`config.mk`:
```
export PLATFORM = sky130hd
export DESIGN_NAME = mem_stage
export DESIGN_NICKNAME = d
export VERILOG_FILES = /design/src/rtl/mem_stage_pkg.sv /design/src/rtl/mem_stage_lane_align.sv /design/src/rtl/mem_stage.sv
export SDC_FILE = /design/constraint.sdc
export NUM_CORES = 1
export LEC_CHECK = 0
export CAP_MARGIN = 10
export CORE_MARGIN = 4
export CORE_UTILIZATION = 36
export DETAILED_ROUTE_END_ITERATION = 6
export GPL_TIMING_DRIVEN = 1
export PLACE_DENSITY = 0.78
export SLEW_MARGIN = 30
export SYNTH_ARGS = -nofsm -noshare
export SYNTH_HDL_FRONTEND = slang
export SYNTH_SLANG_ARGS = --single-unit
```
`constraint.sdc`:
```
create_clock -name clk -period 1.7 [get_ports clk]
set_input_delay 0.34 -clock clk [delete_from_list [all_inputs] [get_ports clk]]
set_output_delay 0.34 -clock clk [all_outputs]
set_load 0.01 [all_outputs]
```
`src/rtl/mem_stage_pkg.sv`:
```
// Shared encodings for the MEM stage: memory-op sizes, controller states and
// small helpers that classify an op and its address alignment.
package mem_stage_pkg;

   typedef enum logic [1:0] {
      MOP_WORD = 2'b00,
      MOP_HALF = 2'b01,
      MOP_NONE = 2'b10,
      MOP_BYTE = 2'b11
   } mop_e;

   typedef enum logic [1:0] {
      MS_IDLE   = 2'b00,
      MS_ACCESS = 2'b01,
      MS_DONE   = 2'b10
   } ms_state_e;

   // A read wins over a simultaneous write, so the read size drives the bus.
   function automatic logic [1:0] eff_op(input logic [1:0] rd_op, input logic [1:0] wr_op);
      return (rd_op != MOP_NONE) ? rd_op : wr_op;
   endfunction

   function automatic logic is_misaligned(input logic [1:0] op, input logic [1:0] a_lo);
      return ((op == MOP_HALF) && a_lo[0]) || ((op == MOP_WORD) && (a_lo != 2'b00));
   endfunction

endpackage

```
`src/rtl/mem_stage_lane_align.sv`:
```
// Combinational byte-lane steering: store byte enables / replicated write data
// and load lane extraction with sign or zero extension.
module mem_stage_lane_align
   import mem_stage_pkg::*;
(
   input  logic [1:0]  i_mem_op,
   input  logic [1:0]  i_rd_op,
   input  logic        i_rd_sign,
   input  logic [1:0]  i_addr_lo,
   input  logic [31:0] i_st_data,
   input  logic [31:0] i_ld_data,
   output logic [3:0]  o_be,
   output logic [31:0] o_st_data,
   output logic [31:0] o_ld_data
);

   logic [7:0]  w_lane [4];
   logic [7:0]  w_byte;
   logic [15:0] w_half;

   genvar gi;
   generate
      for (gi = 0; gi < 4; gi++) begin : g_lane
         assign w_lane[gi] = i_ld_data[8*gi +: 8];
      end
   endgenerate

   assign w_byte = w_lane[i_addr_lo];
   assign w_half = i_addr_lo[1] ? {w_lane[3], w_lane[2]} : {w_lane[1], w_lane[0]};

   always_comb begin
      o_be      = 4'b0000;
      o_st_data = '0;
      case (i_mem_op)
         MOP_BYTE: begin
            o_be      = 4'b0001 << i_addr_lo;
            o_st_data = {4{i_st_data[7:0]}};
         end
         MOP_HALF: begin
            o_be      = i_addr_lo[1] ? 4'b1100 : 4'b0011;
            o_st_data = {2{i_st_data[15:0]}};
         end
         MOP_WORD: begin
            o_be      = 4'b1111;
            o_st_data = i_st_data;
         end
         default: ;
      endcase
   end

   always_comb begin
      o_ld_data = '0;
      case (i_rd_op)
         MOP_BYTE: o_ld_data = {{24{i_rd_sign & w_byte[7]}}, w_byte};
         MOP_HALF: o_ld_data = {{16{i_rd_sign & w_half[15]}}, w_half};
         MOP_WORD: o_ld_data = i_ld_data;
         default:  ;
      endcase
   end

endmodule

```
`src/rtl/mem_stage.sv`:
```
// MEM pipeline stage: EX/MEM register, req/ack data-bus controller with upstream stall.
// Optional misaligned-access exception enabled by defining MEM_MISALIGN_EXC_EN.
module mem_stage
   import mem_stage_pkg::*;
#(
   parameter int ADDR_W = 32
) (
   input  logic              clk,
   input  logic              reset_n,
   input  logic [31:0]       aluresult_i,
   input  logic [31:0]       memWrData_i,
   input  logic [31:0]       pcp4_i,
   input  logic [4:0]        wb_addr_i,
   input  logic              c_RegWrite_i,
   input  logic              c_WBSrc1_i,
   input  logic              c_WBSrc2_i,
   input  logic [1:0]        c_MemRdOp_i,
   input  logic [1:0]        c_MemWrOp_i,
   input  logic              c_MemRdSign_i,
   output logic              dbus_req,
   output logic              dbus_we,
   output logic [ADDR_W-1:0] dbus_addr,
   output logic [3:0]        dbus_be,
   output logic [31:0]       dbus_wdata,
   input  logic              dbus_ack,
   input  logic [31:0]       dbus_rdata,
   output logic [31:0]       aluresult_o,
   output logic [31:0]       pcp4_o,
   output logic [31:0]       memRdData_o,
   output logic [4:0]        wb_addr_o,
   output logic              c_RegWrite_o,
   output logic              c_WBSrc1_o,
   output logic              c_WBSrc2_o,
   output logic              e_RegWrite,
   output logic [4:0]        e_WBAddr,
   output logic [31:0]       e_fwd_exmem_data,
   output logic              e_stall,
   output logic              e_memExc,
   output logic [31:0]       e_badAddr
);

   logic [31:0] r_aluresult;
   logic [31:0] r_memWrData;
   logic [31:0] r_pcp4;
   logic [31:0] r_rdata;
   logic [4:0]  r_wb_addr;
   logic        r_RegWrite;
   logic        r_WBSrc1;
   logic        r_WBSrc2;
   logic [1:0]  r_MemRdOp;
   logic [1:0]  r_MemWrOp;
   logic        r_MemRdSign;

   ms_state_e   r_state;
   ms_state_e   w_state_next;

   logic [1:0]  w_op_in;
   logic [1:0]  w_op_reg;
   logic        w_in_misalign;
   logic        w_start_access;
   logic        w_access;
   logic        w_exc;
   logic        w_we;
   logic [3:0]  w_be;
   logic [31:0] w_wdata;
   logic [31:0] w_ld_ext;

   assign w_op_in  = eff_op(c_MemRdOp_i, c_MemWrOp_i);
   assign w_op_reg = eff_op(r_MemRdOp, r_MemWrOp);

`ifdef MEM_MISALIGN_EXC_EN
   // A misaligned op is trapped at load time: it never reaches ACCESS and is
   // reported for the single cycle it sits in the register.
   assign w_in_misalign = is_misaligned(w_op_in, aluresult_i[1:0]);
   assign w_exc         = (r_state == MS_IDLE) && is_misaligned(w_op_reg, r_aluresult[1:0]);
   assign e_memExc      = w_exc;
   assign e_badAddr     = w_exc ? r_aluresult : '0;
`else
   assign w_in_misalign = 1'b0;
   assign w_exc         = 1'b0;
   assign e_memExc      = 1'b0;
   assign e_badAddr     = '0;
`endif

   assign w_start_access = (w_op_in != MOP_NONE) && !w_in_misalign;

   always_ff @(posedge clk or negedge reset_n) begin
      if (!reset_n) begin
         r_state <= MS_IDLE;
      end else begin
         r_state <= w_state_next;
      end
   end

   always_comb begin
      w_state_next = r_state;
      w_access     = 1'b0;
      case (r_state)
         MS_ACCESS: begin
            w_access = 1'b1;
            if (dbus_ack) begin
               w_state_next = MS_DONE;
            end
         end
         default: begin
            w_state_next = w_start_access ? MS_ACCESS : MS_IDLE;
         end
      endcase
   end

   // The EX/MEM register freezes for the whole bus access so addr/be/wdata stay stable.
   always_ff @(posedge clk or negedge reset_n) begin
      if (!reset_n) begin
         r_aluresult <= '0;
         r_memWrData <= '0;
         r_pcp4      <= '0;
         r_wb_addr   <= '0;
         r_RegWrite  <= 1'b0;
         r_WBSrc1    <= 1'b0;
         r_WBSrc2    <= 1'b0;
         r_MemRdOp   <= MOP_NONE;
         r_MemWrOp   <= MOP_NONE;
         r_MemRdSign <= 1'b0;
      end else if (r_state != MS_ACCESS) begin
         r_aluresult <= aluresult_i;
         r_memWrData <= memWrData_i;
         r_pcp4      <= pcp4_i;
         r_wb_addr   <= wb_addr_i;
         r_RegWrite  <= c_RegWrite_i;
         r_WBSrc1    <= c_WBSrc1_i;
         r_WBSrc2    <= c_WBSrc2_i;
         r_MemRdOp   <= c_MemRdOp_i;
         r_MemWrOp   <= c_MemWrOp_i;
         r_MemRdSign <= c_MemRdSign_i;
      end
   end

   always_ff @(posedge clk or negedge reset_n) begin
      if (!reset_n) begin
         r_rdata <= '0;
      end else if ((r_state == MS_ACCESS) && dbus_ack) begin
         r_rdata <= dbus_rdata;
      end
   end

   mem_stage_lane_align u_lane_align (
      .i_mem_op  (w_op_reg),
      .i_rd_op   (r_MemRdOp),
      .i_rd_sign (r_MemRdSign),
      .i_addr_lo (r_aluresult[1:0]),
      .i_st_data (r_memWrData),
      .i_ld_data (r_rdata),
      .o_be      (w_be),
      .o_st_data (w_wdata),
      .o_ld_data (w_ld_ext)
   );

   // A write alongside a read is dropped; only pure stores assert the write strobe.
   assign w_we = w_access && (r_MemRdOp == MOP_NONE) && (r_MemWrOp != MOP_NONE);

   assign dbus_req   = w_access;
   assign dbus_we    = w_we;
   assign dbus_addr  = w_access ? r_aluresult[ADDR_W-1:0] : '0;
   assign dbus_be    = w_access ? w_be : 4'b0000;
   assign dbus_wdata = w_we ? w_wdata : '0;

   assign aluresult_o  = r_aluresult;
   assign pcp4_o       = r_pcp4;
   assign memRdData_o  = w_ld_ext;
   assign wb_addr_o    = r_wb_addr;
   assign c_RegWrite_o = r_RegWrite && !w_access && !w_exc;
   assign c_WBSrc1_o   = r_WBSrc1;
   assign c_WBSrc2_o   = r_WBSrc2;

   assign e_RegWrite       = r_RegWrite;
   assign e_WBAddr         = r_wb_addr;
   assign e_fwd_exmem_data = r_aluresult;
   assign e_stall          = w_access;

endmodule

```
==> flow_metrics.tcl, run 1 <==
set metrics [dict create \
    antenna_left 0 \
    fill_cells 1517 \
    cts_buffers 17 \
    numClockSinks 143 \
    grt_pass1_vias 7898 \
    hold_viol_final 0 \
    wirelength_microns 31600 \
    antenna_found_initial 1 \
    critPathLaunchType "flop" \
    portBuffers 356 \
    insertion_delay_ns 0.42 \
    dp_hpwl_microns 19700 \
    violations "setup timing" \
    yosys_warnings 0 \
    reg2reg_setup_slack_ns -0.15 \
    via_per_inst 4.88 \
    initial_utilization_pct 36.7 \
    min_period_ns 2.35 \
    syn_inst 802 \
    fin_skew_ns 0.00783 \
    layout_setup_ws_ns -0.646 \
    ys_ff_latch 143 \
    netlist_area_sq_um 7460 \
    final_nets 1408 \
    synth-xor-area-share_pct 0 \
    path_clk_slew_ns 0.07 \
    path_cells "buf_4, nand2b_1, mux2_4, clkbuf_16, o21ai_2, buf_2" \
    peakVddDrop_uv 672 \
    ios 390 \
    max_cap_viol_count 0 \
    dieArea_sq_um 23100 \
    p_total_uw 17600 \
    std_cell_rows 52 \
    floorplan.core_area_sq_um 20300 \
    synth_top_family_by_area "simple AND/OR/NAND/NOR gates" \
    vias 7549 \
    htree_num_levels 4 \
    crit_type "reg -> out" \
    grt_max_degree 101 \
    slowest_stage "dfrtp_2" \
    cts-root-buf "clkbuf_16" \
    wire_per_inst_microns 20.4 \
    synth_adder_area_share_pct 0 \
    route.detailed.drc 0 \
    p_leak_uw 0.00723 \
    cts_tree "built" \
    synth-seq-area-share_pct 48.0 \
    drv_slew 0 \
    cp_max_fo 6 \
    gp_congestion 0.851 \
    drt_first_pass_iters 5 \
    yosys.area_share.simple_pct 21.7 \
    cp.arrival_ns 2.01 \
    gr-usage-all-layers_pct 24.5 \
    worstPathRequired_ns 1.36 \
    synth_compound_area_share_pct 9.28 \
    grt_pass1_wl_microns 45100 \
    hold_class "in -> async" \
    power.density_nw_per_um2 1280 \
    fp.dieW_microns 152 \
    cts_max_path_buffers 2 \
    setup_viol 142 \
    final.period_utilization_pct 138 \
    gr-total-overflow 0 \
    drive_gt1_share_pct 37.6 \
    muxShareOfSynthArea_pct 10.0 \
    endpoint_kind "output port" \
    rsz0062_at_grt "true" \
    avgSynthCellArea_sq_um 9.30 \
    die_h_microns 152 \
    synth_cell_types 36 \
    fmax_mhz 426 \
    drtIter0Drc 431 \
    max_stage_delay_ns 0.44 \
    final_core_util_pct 67.8 \
    area_growth_pct 84.5 \
    outcome "finished with violations" \
    n_antenna_cell 0 \
]
==> worst paths after layout <==
path / startpoint / to / cells past startpoint
worst max-delay path: aluresult_o[0] / memRdData_o[17] / 6
max in group asynchronous: reset_n / aluresult_o[0] / 3
worst min-delay path: reset_n / r_rdata[0] / 2
min in group clk: pcp4_i[10] / pcp4_o[10] / 3
worst max register to register: r_state[1] / r_rdata[9] / 9
worst min register to register: pcp4_o[12] / pcp4_o[12] / 2
==> cell families after synthesis <==
kind of cell	after synthesis
flip-flops	143
AO/OA/AOI/OAI	107
other	1
buffers and inverters	122
AND/OR/NAND/NOR	370
multiplexers	59
==> power by group <==
part	internal, uW	switching [uW]
sequential	4220	695
combinational	4700	3990
clock	2380	1580
==> worst max-delay path, delay by kind of cell, from the launching register on <==
kind,cells,cell delay (ns)
DFF,1,0.44
AOI/OAI and AO/OA,1,0.11
and+or+nand+nor,1,0.16
muxes,1,0.39
buffers and inverters,3,0.49
==> sequential cells by signal, summed over array words and instances, names as in the netlist <==
name,count
aluresult_o,32
c_WBSrc1_o,1
r_rdata,32
r_MemRdOp,2
r_MemRdSign,1
c_WBSrc2_o,1
r_state,2
pcp4_o,32
e_RegWrite,1
r_MemWrOp,2
e_WBAddr,5
r_memWrData,32
==> cell usage in the layout (no fill, tap or decap), types with 32 or more instances in the layout <==
cell type          n
clkdlybuf4s50_1  157
dlygate4sd2_1     59
dfrtp_1          138
buf_4             76
nand2_1          263
buf_6            107
and2_4            37
mux2_4            33
conb_1            33
buf_2             55
a21o_1            32
==> what timing repair did <==
item | 4_1_cts | 5_1_grt
gates cloned | 13 | 11
endpoints found under the setup margin | 197 | 203
pin swaps | 17 | 16
hold endpoints to repair | 25 | 0
setup buffers | 53 | 21
hold buffers | 1 | 0
resized for setup | 669 | 172
==> area by class of cell <==
cell class | instances | area, sq um | area share, %
Timing Repair inverter | 1 | 7.51 | 0.0546
Tap cell | 270 | 338 | 2.45
Clock buffer | 18 | 439 | 3.19
Multi-Input combinational cell | 569 | 3740 | 27.2
Inverter | 3 | 28.8 | 0.209
Clock inverter | 14 | 178 | 1.29
Timing Repair Buffer | 529 | 5440 | 39.5
Sequential cell | 143 | 3580 | 26.0
==> cell usage after synthesis, drive strengths merged <==
master | number | share of area [%]
a31oi | 8 | 0.67
buf | 99 | 9.7
mux2i | 25 | 3.4
o21ai | 34 | 2.4
clkbuf | 20 | 1.0
mux2 | 33 | 6.4
nand2b | 4 | 0.34
and2 | 41 | 3.4
nand3b | 1 | 0.10
or3b | 1 | 0.12
dfrtp | 141 | 47
nand2 | 265 | 13
a41oi | 1 | 0.12
a21boi | 1 | 0.10
nand4b | 2 | 0.44
or2 | 8 | 0.67
mux4 | 1 | 0.30
inv | 3 | 0.15
and3 | 8 | 0.67
a21oi | 20 | 1.4
nor2b | 8 | 0.67
nand3 | 18 | 1.2
conb | 1 | 0.050
dfstp | 2 | 0.70
a21o | 34 | 3.4
nor2 | 13 | 0.65
nand4 | 1 | 0.084
a211oi | 2 | 0.20
a221o | 7 | 0.94
==> layer usage <==
| layer | share of wire, % | wire length (microns) | track usage (%) |
|---|---|---|---|
| met2 | 51 | 16000 | 42.2 |
| met5 | 0.041 | 13 | 0 |
| met3 | 7.3 | 2320 | 6.80 |
| met1 | 39 | 12400 | 29.2 |
| met4 | 2.7 | 839 | 9.08 |
==> through the flow <==
stage / instance area [sq um] / worst slack (ns) / instances / hold slack, ns / TNS, ns
floorplan: 7630 / -0.0253 / 834 / 0.0444 / -0.354
global placement: 11500 / -0.575 / 1428 / 0.268 / -39.45
detailed placement: 11500 / -0.727 / 1428 / 0.268 / -41.96
CTS: 13000 / -0.635 / 1525 / 0.381 / -52.75
global route: 13800 / -0.705 / 1547 / 0.431 / -63.96
finish: 13800 / -0.646 / 1547 / 0.396 / -55.56
Note: power is estimated with default switching activity, not from simulation.
==> inputs of run 2 (changes only) <==
--- a/config.mk
+++ b/config.mk
@@ -7,10 +7,11 @@
 export LEC_CHECK = 0
 export CAP_MARGIN = 10
 export CORE_MARGIN = 4
-export CORE_UTILIZATION = 36
+export CORE_UTILIZATION = 26
+export CTS_CLUSTER_SIZE = 20
 export DETAILED_ROUTE_END_ITERATION = 6
 export GPL_TIMING_DRIVEN = 1
-export PLACE_DENSITY = 0.78
+export PLACE_DENSITY = 0.6
 export SLEW_MARGIN = 30
 export SYNTH_ARGS = -nofsm -noshare
 export SYNTH_HDL_FRONTEND = slang
==> run 2 against run 1 <==
Net effect: the flow still finishes with violations (setup timing); clock skew is 0.010 ns higher; clock power decreased by 8.8%; power is 4.7% lower.
==> flow_metrics.tcl, run 2 (same netlist as run 1, synthesis figures left out) <==
set metrics [dict create \
    route.detailed.drc 0 \
    hold_class "in -> async" \
    switchingPower_uw 6080 \
    setup_viol 137 \
    power.internal_uw 10600 \
    area_growth_pct 83.2 \
    wl_met1_microns 12000 \
    drt_first_pass_iters 4 \
    p_leak_uw 0.00717 \
    via_per_inst 4.33 \
    drv_slew 0 \
    worstPathRequired_ns 1.36 \
    violations "setup timing" \
    place_area_sq_um 11800 \
    path_clk_slew_ns 0.07 \
    layout_setup_ws_ns -0.665 \
    vias 7199 \
    max_stage_delay_ns 0.63 \
    worst_slew_pin_slew_ns 0.517 \
    cp.arrival_ns 2.02 \
    cts_buffers 17 \
    power.density_nw_per_um2 1220 \
    antenna_found_initial 3 \
    final_cell_mix "nand2_1, clkdlybuf4s50_1, dfrtp_1" \
    grt_pass1_vias 7624 \
    die_h_microns 177 \
    relSlewSlack_pct 65.5 \
    drive_gt1_share_pct 37.7 \
    wire_per_inst_microns 18.1 \
    top_layer_used "met5" \
    rsz0062_at_grt "true" \
    gr-total-overflow 0 \
    gr-usage-all-layers_pct 18.2 \
    grt_max_degree 100 \
    critPathLaunchType "flop" \
    max_cap_viol_count 0 \
    htree_num_levels 4 \
    cts_tree "built" \
    portBuffers 356 \
    wl_met3_microns 1900 \
    final.period_utilization_pct 139 \
    worstSetupPathDepth 7 \
    crit_type "reg -> out" \
    insertion_delay_ns 0.42 \
    dieArea_sq_um 31500 \
    min_period_ns 2.36 \
    fp.dieW_microns 177 \
    grt_pass1_wl_microns 44500 \
    cp.buffers_inverters 4 \
    outcome "finished with violations" \
    peakVddDrop_uv 501 \
    reg2reg_depth 10 \
    hold_ws_ns 0.405 \
    p_clk_share_pct 21.6 \
    setup_tns_ns -58.24 \
    swShare_pct 36.4 \
    floorplan.core_area_sq_um 28000 \
    cts_max_path_buffers 2 \
    dp_hpwl_microns 21100 \
    ios 390 \
    path_cells "buf_6, buf_12, buf_8, and3_1, o21ai_1, a31oi_2, buf_2" \
    fin_skew_ns 0.0179 \
    power_frac_seq_pct 29.2 \
    cts-root-buf "clkbuf_16" \
    final_common_cell "nand2_1" \
    share_comb_of_total_power_pct 49.2 \
    cp_max_fo 8 \
    wirelength_microns 30100 \
    final_core_util_pct 48.8 \
    fmax_mhz 423 \
    fin_area_sq_um 13700 \
    gp_congestion 0.805 \
    hold_viol_final 0 \
    slowest_stage "dfstp_2" \
    initial_utilization_pct 26.6 \
    wl_met2_microns 15700 \
    numClockSinks 143 \
    crit_family "flip-flops" \
    final_nets 1416 \
    drtIter0Drc 292 \
    endpoint_kind "output port" \
    p_total_uw 16700 \
    std_cell_rows 61 \
    antenna_left 0 \
]
## run 2: cell types whose count changed in the layout (fill, tap and decap cells not counted), sizes merged
| cell | change |
|---|---|
| clkbuf | -7 |
| clkdlybuf4s50 | -10 |
| dlymetal6s2s | -2 |
| clkdlybuf4s15 | +9 |
| bufbuf | -1 |
| inv | +1 |
| clkinvlp | +1 |
| buf | +4 |
| bufinv | -3 |
| diode | +1 |
| dlygate4sd2 | +14 |
| clkinv | +2 |
## run 2: cell type report
| type | count | area [sq um] |
|---|---|---|
| clock buffer | 17 | 425 |
| timing repair inverter | 1 | 7.51 |
| inverter | 3 | 18.8 |
| antenna | 1 | 2.50 |
| fill | 2663 | 14300 |
| sequential | 143 | 3590 |
| multi-input combinational | 569 | 3700 |
| timing repair buffer | 537 | 5320 |
| clock inverter | 15 | 126 |
| tap | 378 | 473 |
## run 2: power groups by stage
| stage | combinational (uW) | clock, uW | sequential [uW] |
|---|---|---|---|
| global route | 8830 | 3880 | 5010 |
| finish | 8230 | 3610 | 4890 |
| floorplan | 3220 | 0 | 4930 |
| global placement | 7190 | 0 | 4910 |
| detailed placement | 7230 | 0 | 4920 |
| CTS | 7700 | 3730 | 4870 |
## run 2: per-layer routing
metal / track usage [%] / up-vias
li1: - / 3465
met1: 21.7 / 3479
met2: 32.7 / 225
met3: 5.24 / 26
met4: 4.00 / 4
met5: 0 / -
## run 2: through the flow
stage	setup WS [ns]	std cells
final	-0.665	1664
after global routing	-0.762	1664
after CTS	-0.682	1634
after detailed placement	-0.710	1553
after global placement	-0.654	1553
after floorplan	-0.0253	834
## run 2: worst paths after layout
| check | startpoint | end | slack [ns] |
|---|---|---|---|
| max in group asynchronous | reset_n | r_MemRdOp[1] | 0.65 |
| worst min-delay path | reset_n | r_rdata[3] | 0.41 |
| worst min register to register | pcp4_o[14] | pcp4_o[14] | 0.46 |
| worst max-delay path | r_MemRdOp[1] | dbus_wdata[25] | -0.66 |
| worst max register to register | r_state[1] | r_rdata[12] | -0.32 |
| min in group clk | pcp4_i[14] | pcp4_o[14] | 0.44 |
## run 2: timing repair
item,in CTS,in global routing
buffers inserted,40,32
setup endpoints to repair,210,168
gates cloned,9,3
pin swaps,17,27
gates resized for setup,663,132
endpoints found under the hold margin,27,0
hold buffers,1,0
## run 2: worst reg2reg max path, stage by stage (launching register included)
cell and delay, ns:
dfrtp_1 0.36, nand2b_4 0.16, clkinv_4 0.08, buf_12 0.12, buf_12 0.12, buf_16 0.12, buf_6 0.10, buf_6 0.08
and2_4 0.29, buf_8 0.19, mux2_4 0.30
